[src/rtl/pipe_stage_fifo_pkg.sv]
// -----------------------------------------------------------------------------
// pipe_stage_fifo_pkg
//   Shared definitions for the generic pipeline stage buffer:
//   - PIPE_DEPTH_MAX : largest supported buffer depth.
//   - IDEX_*         : ID/EX payload field offsets/widths, so the ID stage
//                      packs and the EX stage unpacks the same layout.
//   - idex_payload_t : the same layout as a packed struct.
//   - ptr_w()        : pointer width for a given depth (minimum 1 bit).
// -----------------------------------------------------------------------------
package pipe_stage_fifo_pkg;

    localparam int PIPE_DEPTH_MAX = 4;

    // ID/EX payload packing, LSB first.
    localparam int IDEX_OPA_LSB  = 0;
    localparam int IDEX_OPA_W    = 32;
    localparam int IDEX_OPB_LSB  = IDEX_OPA_LSB + IDEX_OPA_W;
    localparam int IDEX_OPB_W    = 32;
    localparam int IDEX_CTRL_LSB = IDEX_OPB_LSB + IDEX_OPB_W;
    localparam int IDEX_CTRL_W   = 32;
    localparam int IDEX_MEM_LSB  = IDEX_CTRL_LSB + IDEX_CTRL_W;
    localparam int IDEX_MEM_W    = 32;
    localparam int IDEX_CSR_LSB  = IDEX_MEM_LSB + IDEX_MEM_W;
    localparam int IDEX_CSR_W    = 32;
    localparam int IDEX_W        = IDEX_CSR_LSB + IDEX_CSR_W;

    typedef struct packed {
        logic [IDEX_CSR_W-1:0]  csr;
        logic [IDEX_MEM_W-1:0]  mem;
        logic [IDEX_CTRL_W-1:0] ctrl;
        logic [IDEX_OPB_W-1:0]  op_b;
        logic [IDEX_OPA_W-1:0]  op_a;
    } idex_payload_t;

    function automatic int ptr_w(input int depth);
        return (depth > 1) ? $clog2(depth) : 1;
    endfunction

endpackage

[src/rtl/pipe_stage_ptr.sv]
// -----------------------------------------------------------------------------
// pipe_stage_ptr
//   Wrap-around pointer incrementer for a DEPTH-entry circular buffer.
//   Wraps DEPTH-1 -> 0 by compare, so non-power-of-2 depths work.
//   Ports:
//     ptr_i      : current pointer
//     ptr_next_o : pointer + 1, modulo DEPTH
// -----------------------------------------------------------------------------
module pipe_stage_ptr
    import pipe_stage_fifo_pkg::*;
#(
    parameter  int DEPTH = 2,
    localparam int PW    = ptr_w(DEPTH)
) (
    input  logic [PW-1:0] ptr_i,
    output logic [PW-1:0] ptr_next_o
);

    localparam logic [PW-1:0] LAST = PW'(DEPTH - 1);

    assign ptr_next_o = (ptr_i == LAST) ? '0 : ptr_i + PW'(1);

endmodule

[src/rtl/pipe_stage_fifo.sv]
// -----------------------------------------------------------------------------
// pipe_stage_fifo
//   Generic pipeline stage buffer: DEPTH-entry elastic buffer carrying an
//   opaque DATA_W-bit payload with valid/ready on both sides, plus the flow
//   control unit's stall (freeze everything) and flush (empty to bubbles).
//   Priority per clock: rst > fc_stall_i > fc_flush_i > push/pop.
//   There is no full pass-through: up_ready_o never depends on dn_ready_i.
//
//   Ports:
//     clk, rst     : clock, synchronous active-high reset
//     up_valid_i   : upstream presents a payload
//     up_data_i    : upstream payload
//     up_ready_o   : stage accepts this cycle
//     dn_valid_o   : head entry valid toward downstream
//     dn_data_o    : head payload, straight from storage
//     dn_ready_i   : downstream consumes the head this cycle
//     fc_stall_i   : hold all state
//     fc_flush_i   : discard all entries
//     occ_o        : current entry count
//   Optional (macro PIPE_STAGE_PERF_EN):
//     stall_cnt_o  : saturating count of cycles with fc_stall_i=1
//     full_cnt_o   : saturating count of cycles full with up_valid_i=1
// -----------------------------------------------------------------------------
module pipe_stage_fifo
    import pipe_stage_fifo_pkg::*;
#(
    parameter  int DATA_W       = 160,
    parameter  int DEPTH        = 2,
    parameter  bit CLR_ON_FLUSH = 1'b1,
    localparam int CW           = $clog2(DEPTH + 1)
) (
    input  logic              clk,
    input  logic              rst,
    input  logic              up_valid_i,
    input  logic [DATA_W-1:0] up_data_i,
    output logic              up_ready_o,
    output logic              dn_valid_o,
    output logic [DATA_W-1:0] dn_data_o,
    input  logic              dn_ready_i,
    input  logic              fc_stall_i,
    input  logic              fc_flush_i,
    output logic [CW-1:0]     occ_o
`ifdef PIPE_STAGE_PERF_EN
    ,
    output logic [31:0]       stall_cnt_o,
    output logic [31:0]       full_cnt_o
`endif
);

    localparam int PW = ptr_w(DEPTH);

    if (DEPTH < 1 || DEPTH > PIPE_DEPTH_MAX) begin : g_bad_depth
        $error("pipe_stage_fifo: DEPTH must be 1..%0d", PIPE_DEPTH_MAX);
    end

    logic [DATA_W-1:0] mem_q [DEPTH];
    logic [PW-1:0]     wr_ptr_q, wr_ptr_d, wr_ptr_nxt;
    logic [PW-1:0]     rd_ptr_q, rd_ptr_d, rd_ptr_nxt;
    logic [CW-1:0]     count_q, count_d;
    logic              push, pop;

    pipe_stage_ptr #(.DEPTH(DEPTH)) u_wr_ptr (
        .ptr_i      (wr_ptr_q),
        .ptr_next_o (wr_ptr_nxt)
    );

    pipe_stage_ptr #(.DEPTH(DEPTH)) u_rd_ptr (
        .ptr_i      (rd_ptr_q),
        .ptr_next_o (rd_ptr_nxt)
    );

    // Ready is based on the registered count only, so a full stage does not
    // reopen on a same-cycle pop.
    assign up_ready_o = (count_q != CW'(DEPTH)) && !fc_stall_i && !fc_flush_i;
    assign dn_valid_o = (count_q != '0) && !fc_stall_i;
    assign dn_data_o  = mem_q[rd_ptr_q];
    assign occ_o      = count_q;

    // Both events are already masked by stall/flush through the handshakes.
    assign push = up_valid_i && up_ready_o;
    assign pop  = dn_valid_o && dn_ready_i && !fc_flush_i;

    always_comb begin
        // NOTE: every next-state signal gets a default first, so no path
        // leaves it unassigned and no latch is inferred.
        wr_ptr_d = wr_ptr_q;
        rd_ptr_d = rd_ptr_q;
        count_d  = count_q;
        if (!fc_stall_i) begin
            if (fc_flush_i) begin
                wr_ptr_d = '0;
                rd_ptr_d = '0;
                count_d  = '0;
            end else begin
                if (push) wr_ptr_d = wr_ptr_nxt;
                if (pop)  rd_ptr_d = rd_ptr_nxt;
                count_d = count_q + CW'(push) - CW'(pop);
            end
        end
    end

    always_ff @(posedge clk) begin
        // NOTE: sequential state uses non-blocking assignments so every
        // register updates from pre-edge values regardless of block order.
        if (rst) begin
            wr_ptr_q <= '0;
            rd_ptr_q <= '0;
            count_q  <= '0;
        end else begin
            wr_ptr_q <= wr_ptr_d;
            rd_ptr_q <= rd_ptr_d;
            count_q  <= count_d;
        end
    end

    always_ff @(posedge clk) begin
        // NOTE: storage is reset here only because dn_data_o is read straight
        // from it and must show zero after reset; a plain data RAM would not be.
        if (rst) begin
            for (int i = 0; i < DEPTH; i++) mem_q[i] <= '0;
        end else if (!fc_stall_i && fc_flush_i && CLR_ON_FLUSH) begin
            for (int i = 0; i < DEPTH; i++) mem_q[i] <= '0;
        end else if (push) begin
            mem_q[wr_ptr_q] <= up_data_i;
        end
    end

`ifdef PIPE_STAGE_PERF_EN
    logic [31:0] stall_cnt_q;
    logic [31:0] full_cnt_q;

    // Performance counters saturate and survive flush; only rst clears them.
    always_ff @(posedge clk) begin
        if (rst) begin
            stall_cnt_q <= '0;
            full_cnt_q  <= '0;
        end else begin
            if (fc_stall_i && (stall_cnt_q != 32'hFFFF_FFFF))
                stall_cnt_q <= stall_cnt_q + 32'd1;
            if ((count_q == CW'(DEPTH)) && up_valid_i && (full_cnt_q != 32'hFFFF_FFFF))
                full_cnt_q <= full_cnt_q + 32'd1;
        end
    end

    assign stall_cnt_o = stall_cnt_q;
    assign full_cnt_o  = full_cnt_q;
`else
    // Performance counters not built.
`endif

endmodule

[config.mk]
export PLATFORM = sky130hd
export DESIGN_NAME = pipe_stage_fifo
export DESIGN_NICKNAME = d
export VERILOG_FILES = /design/src/rtl/pipe_stage_fifo_pkg.sv /design/src/rtl/pipe_stage_ptr.sv /design/src/rtl/pipe_stage_fifo.sv
export SDC_FILE = /design/constraint.sdc
export NUM_CORES = 1
export LEC_CHECK = 0
export ABC_CLOCK_PERIOD_IN_PS = 42900
export CORE_MARGIN = 4
export CORE_UTILIZATION = 55
export CTS_BUF_LIST = sky130_fd_sc_hd__clkbuf_8
export CTS_CLUSTER_DIAMETER = 40
export DETAILED_ROUTE_END_ITERATION = 7
export DONT_BUFFER_PORTS = 1
export PLACE_DENSITY = 0.7
export SLEW_MARGIN = 20
export SYNTH_ARGS = -nofsm -noshare
export SYNTH_HDL_FRONTEND = slang
export SYNTH_SLANG_ARGS = --single-unit
[constraint.sdc]
create_clock -name clk -period 42.9 [get_ports clk]
set_clock_uncertainty 0.15 [all_clocks]
set_input_delay 4.29 -clock clk [delete_from_list [all_inputs] [get_ports clk]]
set_output_delay 4.29 -clock clk [all_outputs]
set_load 0.03 [all_outputs]
Yosys cells after proc, flatten, opt, wreduce, memory -nomap -nowiden
Memory sizes are Yosys's and may differ from the RTL's. A register that Yosys moved wholly into a read port is not among the register bits.
Cells that the tools add are included.
{"block": "op_classes", "addsub": 4, "n_eq_ne": 1, "mux": 23, "bitwise": 3, "reduce_logical": 15}
{"operator": "$mux W160", "n": 3}
{"operator": "$reduce_or A160 Y1", "n": 1}
{"operator": "$mux W1", "n": 19}
{"operator": "$logic_and A1 B1 Y1", "n": 7}
{"operator": "$reduce_bool A2 Y1", "n": 3}
{"operator": "$reduce_and A2 Y1", "n": 2}
{"operator": "$add A1 B1 Y1 const B", "n": 2}
{"operator": "$add A2 B1 Y2", "n": 1}
{"operator": "$logic_not A1 Y1", "n": 2}
{"operator": "$mux W2", "n": 1}
{"operator": "$ne A2 B2 Y1 const B", "n": 1}
{"operator": "$or A1 B1 Y1", "n": 2}
{"operator": "$sub A2 B1 Y2", "n": 1}
{"operator": "$not A1 Y1", "n": 1}
{"block": "totals", "register_bits": 4, "ramBits": 320, "in_bits": 166, "out_inout_bits": 164, "word_cells": 50, "memories": 1}
{"name": "mem_q", "depth": 2, "width": 160, "rd": 1, "rd_clocked_by_memory_dff": 1, "wr": 2, "line": "pipe_stage_fifo.sv:56", "rtl": "logic [DATA_W-1:0] mem_q [DEPTH];"}

Depth between registers and ports, before layout
Gate-level depths: netlist (run 1).
{"block": "logic_depth", "depth_word": 10, "mapped_depth": 9, "mapped_depth_nobuf": 8}

By module
From an unflattened synthesis (run 1), not the netlist that was laid out.
{"block": "unflattened", "cells_unflattened": 1069, "area_unflattened_um2": 14272.4}
{"mod": "pipe_stage_fifo", "instances": 1, "cells_per_inst": 1067, "area_per_inst_um2": 14264.9, "seq_area_each_um2": 9709.3}
{"mod": "pipe_stage_ptr", "instances": 2, "cells_per_inst": 1, "area_per_inst_um2": 3.8, "seq_area_each_um2": 0.0}

Worst setup path after synthesis (run 1)
No wires, ideal clock.
{"block": "synth_timing", "path_kind": "input port to flip-flop", "start": "input fc_stall_i", "end": "memory mem_q[1][0] (enable)", "setup_ns": 0.914, "arrival_time_ns": 16.352, "required_time_ns": 41.836, "slack_ns": 25.484, "stages": 3, "n_path_buf": 1, "cell_sequence": "or2_1 buf_2 o31ai_1"}
{"item": "from (decl)", "line": "pipe_stage_fifo.sv:40", "rtl": "input logic fc_stall_i,"}
{"item": "to (decl)", "line": "pipe_stage_fifo.sv:56"}

Worst setup path after layout (run 1)
{"block": "layout_timing", "start": "input fc_stall_i", "end": "output up_ready_o"}
{"block": "layout_via", "elab_chain_cells": 3}
{"item": "$logic_not A1 Y1", "line": "pipe_stage_fifo.sv:74", "rtl": "assign up_ready_o = (count_q != CW'(DEPTH)) && !fc_stall_i && !fc_flush_i;"}
{"item": "$logic_and A1 B1 Y1 (2 in a row)", "line": "pipe_stage_fifo.sv:74"}
{"item": "to (decl)", "line": "pipe_stage_fifo.sv:36", "rtl": "output logic up_ready_o,"}
Every way passes these cells.

==> results.cfg, run 1 <==
[status]
status = completed

[synth]
ys_seq_elements = 325
synth_largest_area_cell = sky130_fd_sc_hd__edfxtp_1
net_count_of_the_mapped_netlist = 1063
yosys.area.top_type_share = 0.686
synth.distinct_cells = 33
synth_edf_count = 320
synth_top_flop_cell = sky130_fd_sc_hd__edfxtp_1
postSynth.asyncResetShare = 0
post_synth_inst_count = 895
synth.yosys.warnings = 0
cell_area_after_synthesis_um2 = 14000
synth-seq-area-share = 0.693
syn_area_per_cell_um2 = 15.6
synthTopCellsByArea = sky130_fd_sc_hd__edfxtp_1 69%, sky130_fd_sc_hd__and2_1 14%, sky130_fd_sc_hd__mux2_2 13%, sky130_fd_sc_hd__clkbuf_1 0.97%, sky130_fd_sc_hd__and2_2 0.91%

[critical_path]
worstRegToRegCells = 4
timing.rr.end = mem_q[1][80]$_SDFFCE_PN0P_
crit_type = in -> out
crit_chain = or2_1 > nor2_1
worstPathBufferInverterCount = 0
reg2reg_setup_slack_ps = 39760
worst_path_dominant_cell_family = simple AND/OR/NAND/NOR gates
cp.required_ps = 38460
worst-path-max-fanout = 7
worstSetupEndpointType = primary output
critical_path.startpoint_type = input port
crit_arrival_ps = 5170
rr_startpoint = occ_o[0]$_SDFFE_PP0N_
cpMaxStageDelayCell = sky130_fd_sc_hd__nor2_1
maximum_single_stage_delay_on_the_critical_path_ps = 540

[clock_network]
clock_tree_from_tritoncts = done
clkSlewWorstSetupHoldPaths_ps = 60
cts.repair_timing.setup_buffer_count = 0
cts_hold_buf = 0
clock_latency_ps = 550
clockRootBuffer = sky130_fd_sc_hd__clkbuf_8
cts_made_buffers = 51
cts_sinks = 325
cts-htree-levels = 2
cts_repair_resize_count = 0
clock_path_buffers = 3

[power_and_ir_drop]
power_density_nw_per_um2 = 42.7
p_leak_nw = 5.84
report.power.total_mw = 0.650
ir_worst_vdd_uv = 26.7

[floorplanning]
die_w_um = 168
start_util = 0.558
count_of_standard_cell_rows = 58
die_h_um = 168
design.portCount = 330
core_region_area_um2 = 25100
design.die.area_um2 = 28100

[min_path]
min_delay_path_depth = 2
hold_path_class = reg -> reg
holdCritStartpoint = rd_ptr_q$_SDFFE_PP0P_

[route]
routed-wl-met2_um = 13800
route.detailed.wl_per_inst_um = 21.9
drc = 0
drt-initial-drc-count = 422
via_count = 6947
detailed_route_vias_per_instance = 5.48
met3RoutedLength_um = 3320
drtPass1Iterations = 5
drtAntennaViolNets = 0
wl_met1_um = 9630
wl_um = 27800
top_layer_used = met5

[sta]
timing.final.crit_share = 0.224
layout_min_cycle_time_ps = 9610
tns_ps = 0
slew_violations = 0
finalHoldViolations = 0
grt_setup_unrepaired = false
max-slew-margin-rel = 0.266
timing.final.ws_setup_ps = 33290
transition_time_of_the_tightest_slew_check_pin_ps = 1100
highest_clock_rate_mhz = 104
finalSetupViolCount = 0

[global_routing]
grt_antenna_before_repair = 1
globalRoute.totalOverflow = 0
largest_net_degree_at_the_start_of_global_routing = 86
grt_usage = 0.193
global_route_wire_length_before_repair_um = 42400
vias_in_the_first_global_route = 7598

[finish]
final_layout_size_suffix_gt1_frac = 0.268
layout.cells.most_common_list = 320 x sky130_fd_sc_hd__edfxtp_1, 303 x sky130_fd_sc_hd__and2_1, 160 x sky130_fd_sc_hd__mux2_2
areaGrowthSynthToFinish_pct = 8.58
antenna-diode-count = 0
layout.cells.most_common = sky130_fd_sc_hd__edfxtp_1
finalNetCount = 1072
finalNonFillerCells = 1268
utilization = 0.605

[placed_design]
numPortBuffers = 0
finalWeightedCongestion = 0.775
pre_cts_slack_ps = 33280
dp.final_hpwl_um = 18100
place.detailed.instances = 1180

[flow_run]
drv.max_cap_violation_count = 0
[cell type report]
| cell class | count | area [µm²] |
|---|---|---|
| well taps | 330 | 413 |
| flip-flops and latches | 325 | 9710 |
| clock buffers | 53 | 729 |
| multi-input cells | 512 | 4070 |
| clock inverters | 34 | 164 |
| repair buffers | 11 | 103 |
| fillers | 1862 | 9910 |
| inverters | 3 | 11.3 |
[worst min-delay path, stage by stage (launching register included)]
cell and delay (ps):
sky130_fd_sc_hd__dfxtp_1 320, sky130_fd_sc_hd__nand2_1 80, sky130_fd_sc_hd__a31oi_1 90
[per-layer routing]
| layer | vias to the layer above | track usage |
|---|---|---|
| met5 | - | 0 |
| met4 | 2 | 0.0730 |
| met3 | 69 | 0.100 |
| met2 | 277 | 0.320 |
| met1 | 3393 | 0.212 |
| li1 | 3206 | - |
[through the flow]
stage	hold WS [ps]	cell area, µm²
final	377	15200
after global routing	425	15200
after CTS	371	15200
after detailed placement	370	14300
after global placement	333	14300
after floorplan	322	14000
[sequential cells by signal (all words and copies together) (netlist names), named ones only]
name,count
occ_o,2
wr_ptr_q,1
mem_q,320
rd_ptr_q,1
[worst max-delay path by stage]
stage	startpoint	endpoint	slack, ps	cells past startpoint
after global placement	fc_stall_i	up_ready_o	33290	2
after global routing	fc_stall_i	up_ready_o	33260	2
final	fc_stall_i	up_ready_o	33290	2
after CTS	fc_stall_i	up_ready_o	33280	2
after floorplan	fc_stall_i	mem_q[1][0]$_SDFFCE_PN0P_	25480	3
after detailed placement	fc_stall_i	up_ready_o	33280	2
[synth_stat cells (all sizes together), types with 2 or more instances]
cell / count
nor2: 7
nand2: 3
edfxtp: 320
inv: 3
and2: 320
ha: 2
buf: 9
o21ai: 2
clkbuf: 46
dfxtp: 5
mux2: 160
[power by group]
part           internal, mW  switching, mW  leakage (nW)
clock network         0.119          0.109         0.541
logic                0.0108         0.0377          1.82
registers             0.368        0.00451          3.48
[kinds of logic (layout without fill, tap and decap cells)]
logic type,after synthesis,after routing,share of synthesized area
multiplexers,160,160,0.129
AND/OR/NAND/NOR,339,339,0.153
XOR/XNOR,1,1,0.000626
AO/OA/AOI/OAI,10,10,0.00492
buffers and inverters,58,101,0.0179
flip-flops,325,325,0.693
adder cells (fa/ha/maj),2,2,0.00179
Power figures use the tool's default switching activity.
==> inputs of run 2 (changes only) <==
Settings changed: ABC_CLOCK_PERIOD_IN_PS 42900 to 9000.
Clock period 42.9 ns to 9 ns, I/O delays scaled along.
==> run 2 against run 1 <==
Effect of this change:
- wire length rose by 3.6%
- sequential share of layout area fell by 0.54 points
- register-to-register slack got worse by 34000 ps
- sequential power rose to 4.8 times the previous value
- first-iteration DRC count rose by 32%
- critical endpoint is now dn_data_o[86]
- largest cell class unchanged
- largest power group unchanged
==> results.cfg, run 2 (synthesis gave the netlist of run 1 again) <==
[route]
via_count = 7084
drtAntennaViolNets = 0
route.detailed.wl_per_inst_um = 22.6
drc = 0
drt-initial-drc-count = 555
drtPass1Iterations = 5
wl_um = 28800
detailed_route_vias_per_instance = 5.57

[critical_path]
crit_chain = buf_4 > mux2_2
cp.required_ps = 7950
worstSetupEndpointType = primary output
cpMaxStageDelayCell = sky130_fd_sc_hd__buf_4
crit_type = reg -> out
crit_arrival_ps = 2570
critical_path.startpoint_type = register
maximum_single_stage_delay_on_the_critical_path_ps = 760
worst-path-max-fanout = 70

[clock_network]
clock_latency_ps = 550
clkSlewWorstSetupHoldPaths_ps = 60
cts_hold_buf = 0
cts_sinks = 325
clock_path_buffers = 3
cts_repair_resize_count = 0
cts-htree-levels = 2
clock_tree_from_tritoncts = done
cts_made_buffers = 52
cts.repair_timing.setup_buffer_count = 0
clockRootBuffer = sky130_fd_sc_hd__clkbuf_8

[finish]
largest-register = mem_q
layout.cell_area.non_filler_um2 = 15300
finalNetCount = 1073
layout.cells.most_common_list = 320 x sky130_fd_sc_hd__edfxtp_1, 303 x sky130_fd_sc_hd__and2_1, 160 x sky130_fd_sc_hd__mux2_2
final_layout_size_suffix_gt1_frac = 0.273
multi_input_comb_area_um2 = 4070
antenna-diode-count = 0
layout.cells.most_common = sky130_fd_sc_hd__edfxtp_1
seqCellArea_um2 = 9710
largest_register_ffs = 320
fill_cells = 1836
areaGrowthSynthToFinish_pct = 9.51

[placed_design]
finalWeightedCongestion = 0.823
numPortBuffers = 0
dp.final_hpwl_um = 18500
placement.cell_area_um2 = 14300

[power_and_ir_drop]
internal-power_mw = 2.46
share_comb_of_total_power = 0.072
power_density_nw_per_um2 = 209
switching_share = 0.234
report.power.total_mw = 3.21
share_seq_of_total_power = 0.555
share_clk_of_total_power = 0.373
ir_worst_vdd_uv = 152
power.net_switching_mw = 0.751
p_leak_nw = 5.88

[sta]
layout_min_cycle_time_ps = 3620
highest_clock_rate_mhz = 276
hold_ws_ps = 277
finalSetupViolCount = 0
grt_setup_unrepaired = false
slew_violations = 0
finalHoldViolations = 0
tns_ps = 0
max-slew-margin-rel = 0.274
transition_time_of_the_tightest_slew_check_pin_ps = 1090
timing.final.crit_share = 0.403

[global_routing]
global_route_wire_length_before_repair_um = 43500
grt_antenna_before_repair = 2
grt_usage = 0.199
vias_in_the_first_global_route = 7602
globalRoute.totalOverflow = 0
largest_net_degree_at_the_start_of_global_routing = 98

[min_path]
hold_path_class = in -> reg

[floorplanning]
start_util = 0.558
count_of_standard_cell_rows = 58
die_h_um = 168
design.die.area_um2 = 28100
core_region_area_um2 = 25100
design.portCount = 330
die_w_um = 168

[flow_run]
drv.max_cap_violation_count = 0

[status]
status = completed
## run 2: metal layers
metal / wire length [µm] / vias to the layer above / track usage
met1: 9830 / 3461 / 0.227
met4: 1170 / 4 / 0.0865
met5: 27 / - / 0
met3: 3060 / 76 / 0.0791
met2: 14700 / 340 / 0.332
li1: - / 3203 / -
## run 2: metrics by stage
stage | instances | setup WS [ps] | utilization
finish | 1272 | 5380 | 0.611
global route | 1272 | 5210 | 0.611
CTS | 1270 | 5300 | 0.608
detailed placement | 1179 | 5620 | 0.569
global placement | 1178 | 5450 | 0.568
floorplan | 895 | 10.1 | -
## run 2: final timing paths
| kind | from | to | slack [ps] | cells past startpoint |
|---|---|---|---|---|
| worst max-delay path | register | dn_data_o[86] | 5380 | 2 |
| worst min-delay path | rst | register | 280 | 1 |
| worst max register to register | occ_o[0]$_SDFFE_PP0N_ | mem_q[0][79]$_SDFFCE_PN0P_ | 6040 | 4 |
| worst min register to register | rd_ptr_q$_SDFFE_PP0P_ | register | 370 | 2 |
## run 2: area by class of cell
type,instances,area share
clock buffer,55,0.0494
clock inverter,36,0.0148
inverter,3,0.000734
multi-input combinational,512,0.265
sequential,325,0.634
tap,330,0.0269
timing repair buffer,11,0.00930
## run 2: power by group through the flow
stage | sequential, mW | combinational, mW | clock, mW
floorplan | 1.81 | 0.197 | 0
global placement | 1.81 | 0.226 | 0
detailed placement | 1.81 | 0.231 | 0
CTS | 1.78 | 0.231 | 1.22
global route | 1.79 | 0.243 | 1.30
finish | 1.78 | 0.231 | 1.19
## run 2: worst max-delay path, delay by kind of cell, from the launching register on
family	cells	cell delay, ps
buffers and inverters	1	760
DFF	1	670
muxes	1	510
==> inputs of run 3 (changes only) <==
Settings changed: ABC_CLOCK_PERIOD_IN_PS 9000 to 3100, PLACE_DENSITY 0.7 to 0.73.
Clock period 9 ns to 3.1 ns, I/O delays scaled along.
==> run 3 against run 2 <==
Effect of this change:
- register-to-register slack worse by 5400 ps
- via count is 7.8% higher
- sequential share of layout area is 6.1 points lower
- final area is 11% higher
- flip-flop and latch count stayed put
- wire length is 0.79% higher
- critical endpoint is now occ_o[0]$_SDFFE_PP0N_
==> results.cfg, run 3 (synthesis gave the netlist of run 1 again) <==
[status]
status = completed

[finish]
fill_cells = 1700
finalNonFillerCells = 1439
largest-register = mem_q
final_layout_size_suffix_gt1_frac = 0.237
largest_register_ffs = 320
finalNetCount = 1240
layout.cells.most_common = sky130_fd_sc_hd__edfxtp_1
areaGrowthSynthToFinish_pct = 21.2
layout.cells.most_common_list = 320 x sky130_fd_sc_hd__edfxtp_1, 303 x sky130_fd_sc_hd__and2_1, 166 x sky130_fd_sc_hd__dlygate4sd3_1

[floorplanning]
start_util = 0.558
design.portCount = 330
design.die.area_um2 = 28100
count_of_standard_cell_rows = 58
core_region_area_um2 = 25100
die_w_um = 168
die_h_um = 168

[critical_path]
crit_arrival_ps = 2780
crit_type = reg -> reg
cp.required_ps = 3390
worstSetupEndpointType = register
critical_path.startpoint_type = register
reg2reg_setup_slack_ps = 610
worst-path-max-fanout = 8

[global_routing]
largest_net_degree_at_the_start_of_global_routing = 128
globalRouteMet1Util = 0.235
busiest_layer_in_global_routing = met2
grt_usage = 0.205
grt_antenna_before_repair = 6
global_routing_met3_resource_utilization = 0.0803
global_route.usage.met2 = 0.348
vias_in_the_first_global_route = 8124
global_route_wire_length_before_repair_um = 45500
globalRoute.totalOverflow = 0

[sta]
timing.final.crit_share = 0.803
transition_time_of_the_tightest_slew_check_pin_ps = 693
finalHoldViolations = 0
finalSetupViolCount = 0
grt_setup_unrepaired = false
layout_min_cycle_time_ps = 2490
highest_clock_rate_mhz = 402
slew_violations = 0
timing.final.ws_setup_ps = 611
max-slew-margin-rel = 0.536

[route]
drc = 0
via_count = 7638
detailed_route_vias_per_instance = 5.31
wl_um = 29000
drtAntennaViolNets = 0
drt-initial-drc-count = 464
route.detailed.wl_per_inst_um = 20.1
drtPass1Iterations = 4

[placed_design]
pre_cts_slack_ps = 1030
place.detailed.instances = 1183
finalWeightedCongestion = 0.773
numPortBuffers = 0
dp.final_hpwl_um = 16900

[flow_run]
drv.max_cap_violation_count = 0

[clock_network]
clock_latency_ps = 550
clock_tree_from_tritoncts = done
clock_path_buffers = 3
cts_sinks = 325
clkSlewWorstSetupHoldPaths_ps = 60
cts_made_buffers = 51
cts-htree-levels = 2
clockRootBuffer = sky130_fd_sc_hd__clkbuf_8

[min_path]
hold_path_class = in -> reg

[power_and_ir_drop]
p_leak_nw = 6.53
ir_worst_vdd_uv = 395
power_density_nw_per_um2 = 538
report.power.total_mw = 9.13
==> run 3: cell types whose count changed in the layout (fill, tap and decap cells not counted), moves of 2 or more <==
cell | previous run | this run
sky130_fd_sc_hd__buf_12 | 0 | 8
sky130_fd_sc_hd__buf_16 | 3 | 0
sky130_fd_sc_hd__buf_4 | 8 | 5
sky130_fd_sc_hd__bufinv_16 | 3 | 0
sky130_fd_sc_hd__clkbuf_8 | 55 | 52
sky130_fd_sc_hd__clkinv_1 | 12 | 9
sky130_fd_sc_hd__clkinvlp_4 | 1 | 3
sky130_fd_sc_hd__dfxtp_1 | 4 | 2
sky130_fd_sc_hd__diode_2 | 0 | 6
sky130_fd_sc_hd__dlygate4sd3_1 | 0 | 166
==> run 3: report_power, final <==
group	total, mW	switching (mW)	leakage, nW	internal, mW
Sequential	5.14	0.0568	3.49	5.09
Combinational	0.889	0.586	2.56	0.303
Clock	3.09	1.55	0.489	1.55
==> run 3: worst paths after layout <==
| kind | from | end | cells after the start |
|---|---|---|---|
| setup / recovery | occ_o[1]$_SDFFE_PP0N_ | occ_o[0]$_SDFFE_PP0N_ | 8 |
| hold / removal | up_valid_i | wr_ptr_q$_SDFFE_PP0P_ | 2 |
| setup reg to reg | occ_o[1]$_SDFFE_PP0N_ | occ_o[0]$_SDFFE_PP0N_ | 8 |
| hold reg to reg | wr_ptr_q$_SDFFE_PP0P_ | wr_ptr_q$_SDFFE_PP0P_ | 3 |
==> run 3: timing repair <==
action                                 CTS  global route
endpoints found under the hold margin  325             0
resized for setup                        0             0
hold buffers                           166             0
setup endpoints to repair                0             0
setup buffers                            0             0
==> run 3: area by class of cell <==
class	instances	area, µm²	share of cell area
clock inverters	32	141	0.00833
well taps	330	413	0.0243
multi-input cells	512	4090	0.241
inverters	3	11.3	0.000664
flip-flops and latches	325	9720	0.573
diodes	6	15.0	0.000885
repair buffers	179	1860	0.110
clock buffers	52	716	0.0422
==> run 3: per-layer routing <==
layer | part of all wire | vias up | routed length [µm]
met1 | 0.36 | 3737 | 10500
met5 | 0.00045 | - | 13
met2 | 0.51 | 293 | 14900
met3 | 0.093 | 63 | 2680
met4 | 0.030 | 2 | 870
li1 | - | 3543 | -
==> run 3: through the flow <==
stage | hold slack [ps] | utilization | setup TNS [ps] | cell area [µm²]
6_report | 181 | 0.676 | 0 | 17000
4_1_cts | 139 | 0.675 | 0 | 17000
2_1_floorplan | 319 | - | -475000 | 14100
3_5_place_dp | 237 | 0.575 | 0 | 14400
3_3_place_gp | 227 | 0.575 | 0 | 14400
5_1_grt | 168 | 0.676 | 0 | 17000
==> run 3: critical path, cell delays in order (launching register included) <==
cell and delay, ps:
sky130_fd_sc_hd__dfxtp_2 420, sky130_fd_sc_hd__o21ai_0 420, sky130_fd_sc_hd__nor2_1 80, sky130_fd_sc_hd__ha_1 280, sky130_fd_sc_hd__inv_1 40, sky130_fd_sc_hd__ha_1 260
sky130_fd_sc_hd__a22oi_1 130, sky130_fd_sc_hd__nor2_1 50, sky130_fd_sc_hd__dlygate4sd3_1 550
